--- src/rtl/hdbn_encoder.sv ---
// hdbn_encoder: HDBn/AMI line encoder; an N_ZEROS+1 tag pipeline lets a zero run be rewritten
// as 0..0V or B0..0V before any of its symbols reach the registered ternary output.
module hdbn_encoder #(
    parameter int   N_ZEROS  = 3,
    parameter logic INIT_POL = 1'b0
) (
    input  logic       clk,
    input  logic       rst,
    input  logic       origin_data,
    input  logic       en,
    input  logic       hdb_mode,
    output logic [1:0] encoding_data,
    output logic [1:0] sym_type,
    output logic       encoding_data_instruction
);
    localparam int DEPTH = N_ZEROS + 1;
    localparam logic [1:0] T_ZERO = 2'b00;
    localparam logic [1:0] T_MARK = 2'b01;
    localparam logic [1:0] T_B    = 2'b10;
    localparam logic [1:0] T_V    = 2'b11;

    logic [1:0] r_s [DEPTH];
    logic [2:0] r_zcnt;
    logic [3:0] r_fill;
    logic       r_parity;
    logic       r_last_pol;
    logic [1:0] w_tag_out;
    logic [1:0] w_sym;
    logic       w_sub;
    logic       w_pol;
    logic       w_primed;

    assign w_tag_out = r_s[N_ZEROS];
    assign w_sub     = hdb_mode && !origin_data && (r_zcnt == 3'(N_ZEROS));
    // V repeats the previous polarity; MARK and B alternate it
    assign w_pol     = (w_tag_out == T_MARK || w_tag_out == T_B) ? ~r_last_pol : r_last_pol;
    assign w_sym     = (w_tag_out == T_ZERO) ? 2'b00 : (w_pol ? 2'b01 : 2'b10);
    assign w_primed  = (r_fill == 4'(DEPTH));

    always_ff @(posedge clk or negedge rst) begin
        if (!rst) begin
            for (int i = 0; i < DEPTH; i++) r_s[i] <= T_ZERO;
            r_zcnt                    <= 3'd0;
            r_fill                    <= 4'd0;
            r_parity                  <= 1'b0;
            r_last_pol                <= INIT_POL;
            encoding_data             <= 2'b00;
            sym_type                  <= 2'b00;
            encoding_data_instruction <= 1'b0;
        end else if (en) begin
            for (int i = 0; i < N_ZEROS; i++) r_s[i+1] <= r_s[i];
            r_s[0] <= origin_data ? T_MARK : (w_sub ? T_V : T_ZERO);
            // even pulse count since last V: first zero of the run becomes B
            if (w_sub && !r_parity) r_s[N_ZEROS] <= T_B;
            r_zcnt                    <= (w_sub || origin_data || !hdb_mode) ? 3'd0 : r_zcnt + 3'd1;
            r_parity                  <= w_sub ? 1'b0 : (r_parity ^ origin_data);
            r_last_pol                <= w_pol;
            r_fill                    <= w_primed ? r_fill : r_fill + 4'd1;
            encoding_data             <= w_sym;
            sym_type                  <= w_tag_out;
            encoding_data_instruction <= w_primed;
        end else begin
            encoding_data_instruction <= 1'b0;
        end
    end
endmodule

--- config.mk ---
export PLATFORM = sky130hd
export DESIGN_NAME = hdbn_encoder
export DESIGN_NICKNAME = d
export VERILOG_FILES = /design/src/rtl/hdbn_encoder.sv
export SDC_FILE = /design/constraint.sdc
export NUM_CORES = 1
export LEC_CHECK = 0
export CORE_AREA = 3 3 45 47
export CTS_CLUSTER_DIAMETER = 30
export DETAILED_ROUTE_END_ITERATION = 7
export DIE_AREA = 0 0 48 50
export GPL_TIMING_DRIVEN = 0
export PLACE_DENSITY = 0.81
export SYNTH_ARGS = -nofsm -noshare
export SYNTH_HDL_FRONTEND = slang
export SYNTH_SLANG_ARGS = --single-unit
--- constraint.sdc ---
create_clock -name clk -period 2.4 [get_ports clk]
set_input_delay 0.48 -clock clk [delete_from_list [all_inputs] [get_ports clk]]
set_output_delay 0.48 -clock clk [all_outputs]
set_load 0.1 [all_outputs]
==> flow_metrics.py <==
metrics = {
    "power_and_ir_drop": {
        "p_switching_uw": 448.9,
        "ir_worst_vdd_mv": 0.6978,
        "powerDensity_nw_per_um2": 1083,
        "p_comb_share_pct": 34.2,
        "power_frac_seq_pct": 42.6,
        "clock_power_share_pct": 23.2,
        "switching_share_pct": 37.10,
        "p_leak_nw": 0.5261,
        "internal_power_uw": 761.1,
    },
    "placement": {
        "placed_cells": 109,
        "dp_hpwl_mm": 1.124,
        "numPortBuffers": 9,
        "gp_congestion": 0.7574,
    },
    "critical_path": {
        "crit_family": "buffers and inverters",
        "critPathLaunchType": "register",
        "path_cells": "clkdlybuf4s50_1",
        "reg2reg_slack_ps": 690,
        "worstPathMaxFanout": 2,
        "critical_path_arrival_ps": 1830,
        "worstRegToRegCells": 5,
        "rr_startpoint": "r_zcnt[0]",
        "cp-end-kind": "output port",
        "crit_slowest_cell": "clkdlybuf4s50_1",
        "worstPathRequired_ps": 1920,
        "timing.rr.end": "r_zcnt[0]",
        "worst_path_largest_cell_delay_ps": 1140,
        "path_buf_inv": 1,
        "crit_type": "register to output port",
    },
    "layout": {
        "area_delta_synth_final_pct": 17.19,
        "nFillCells": 133,
        "final_cells": 113,
        "finish.net_count": 107,
        "diodes": 0,
        "fin_util_pct": 66.15,
        "drive_gt1_share_pct": 12.50,
    },
    "timing": {
        "report.final.hold_viol_count": 0,
        "finalCritPeriodShare_pct": 96.14,
        "tns_ps": 0,
        "worst_slew_margin_rel_pct": 35.13,
        "rsz0062_at_grt": "no",
        "max_freq_mhz": 433.4,
        "fin_worst_skew_ps": 6.143,
        "period_needed_ps": 2307,
        "setup_viol": 0,
        "maxSlewViolCount": 0,
        "tightest_slew_ps": 970.1,
    },
    "worst_hold_path": {
        "hold_start": "r_last_pol",
        "hp-class": "register to register",
        "whs_endpoint": "r_last_pol",
        "hold_depth": 1,
    },
    "synthesis": {
        "synthDistinctLibCells": 27,
        "ys.warnings.count": 0,
        "synth_top_flop_cell": "dfrtp_1",
        "synthArstFlopShare_pct": 100.0,
        "syn-cell-area_um2": 953.4,
        "synth_edf_count": 0,
        "synth_cells": 83,
        "synth_commonest_cells": "22 x dfrtp_1, 9 x inv_1, 6 x mux2_2, 6 x nand2_1",
        "ys_top_cells_by_area": "dfrtp_1 58%, mux2_2 7.1%, ha_1 6.6%",
        "synth_top_area_share_pct": 57.74,
        "syn_nets": 93,
        "synth_seq_area_share_pct": 57.74,
        "synth_seq_cells": 22,
        "yosysMostFrequentCell": "dfrtp_1",
        "synth_area_per_cell_um2": 11.49,
        "yosysTopAreaCell": "dfrtp_1",
    },
    "routing": {
        "drt_iter0_drc": 5,
        "drt_pass1_iterations": 4,
        "drt.antenna.violating_nets": 0,
        "vias_per_cell": 5.496,
        "via_count": 621,
        "routed_wl_mm": 1.574,
        "remaining_drc_errors": 0,
        "wire_per_inst_um": 13.93,
    },
    "clocking": {
        "cts_resized": 0,
        "htree_levels": 1,
        "cts_buffers": 3,
        "post-cts-setup-buffers": 0,
        "postCtsHoldBufs": 0,
        "cts.sinks": 22,
        "clk_path_buf_depth": 2,
        "clkLatencyLatePin_ps": 310,
        "root_buffer": "clkbuf_4",
        "cts_tree": "done",
        "clkTransAtPathRegs_ps": 120,
    },
    "floorplan": {
        "chipHeight_um": 50,
        "start_util_pct": 56.44,
        "die_area_um2": 2400,
        "ios": 10,
        "fp.dieW_um": 48,
        "core_area_um2": 1689,
        "row_count": 15,
    },
    "global_routing": {
        "grt_pass1_vias": 620,
        "grt_max_degree": 23,
        "grt.total_usage_pct": 15.83,
        "grt_pass1_wl_mm": 2.663,
        "overflow": 0,
        "grt_antenna_before_repair": 0,
    },
    "run_status": {
        "status": "completed",
    },
    "flow_run": {
        "drv_cap": 0,
    },
}
==> placed cells by master, fill, tap and decap left out, types with 2 or more instances in the layout <==
cell type and n:
ha_1 5, nand2_1 6, clkbuf_4 3, mux2_2 6, nand2b_1 2, o21ai_0 5
nor3_1 2, xnor2_1 3, nor2_1 2, inv_1 9, dfrtp_1 22, clkdlybuf4s50_1 9
a21oi_1 4, o22ai_1 2
==> area by class of cell <==
class	count	area [um2]	area share (%)
timing repair buffer	9	90.09	8.063
clock inverter	1	30.03	2.688
tap	17	21.27	1.904
clock buffer	3	22.52	2.016
multi-input combinational	49	356.6	31.91
sequential	22	550.5	49.27
buffer	3	12.51	1.120
inverter	9	33.78	3.024
==> sequential cells by signal, indices dropped and copies added (netlist names) <==
signal / flops
r_zcnt: 3
r_parity: 1
r_last_pol: 1
w_tag_out: 2
sym_type: 2
encoding_data_instruction: 1
encoding_data: 2
r_s: 6
r_fill: 4
==> worst max path at each step <==
stage                           startpoint               end  slack (ps)  depth (start not counted)
after floorplan                  r_zcnt[0]         r_zcnt[0]         830                          5
after global placement    encoding_data[1]  encoding_data[1]         450                          1
after detailed placement  encoding_data[0]  encoding_data[0]         450                          1
after CTS                 encoding_data[0]  encoding_data[0]          80                          1
after global routing      encoding_data[0]  encoding_data[0]          40                          1
final                     encoding_data[0]  encoding_data[0]          90                          1
==> layer usage <==
metal	vias to the layer above	global-route usage, %	routed length (um)
met4	0	8.072	43
met5	-	0	0
met3	5	3.285	57
met1	292	20.75	770
li1	310	-	-
met2	14	23.79	702
==> cell families (layout without fill, tap and decap cells) <==
group | Yosys count | count (layout) | synth area share (%)
mux | 6 | 6 | 7.086
compound gates | 18 | 18 | 11.81
xor+xnor | 3 | 3 | 2.756
buf+inv | 12 | 25 | 4.854
simple gates | 17 | 17 | 9.188
flops | 22 | 22 | 57.74
fa+ha+maj | 5 | 5 | 6.562
==> through the flow <==
step           worst slack (ps)  power, mW  hold WS, ps  cell area, um2
3_5_place_dp              445.4     0.9369        480.5            1065
5_1_grt                   40.45      1.283        527.3            1117
3_3_place_gp              453.8     0.9220        468.6            1065
6_report                  92.61      1.210        498.9            1117
4_1_cts                   83.69      1.217        502.7            1117
2_1_floorplan             827.4     0.8341        184.4           953.4
==> power by group through the flow <==
stage | combinational [mW] | clock [mW] | sequential [mW]
floorplan | 0.161 | 0 | 0.674
global placement | 0.407 | 0 | 0.515
detailed placement | 0.416 | 0 | 0.521
CTS | 0.419 | 0.284 | 0.514
global route | 0.450 | 0.308 | 0.526
finish | 0.414 | 0.281 | 0.515
Note: power is estimated with default switching activity, not from simulation.
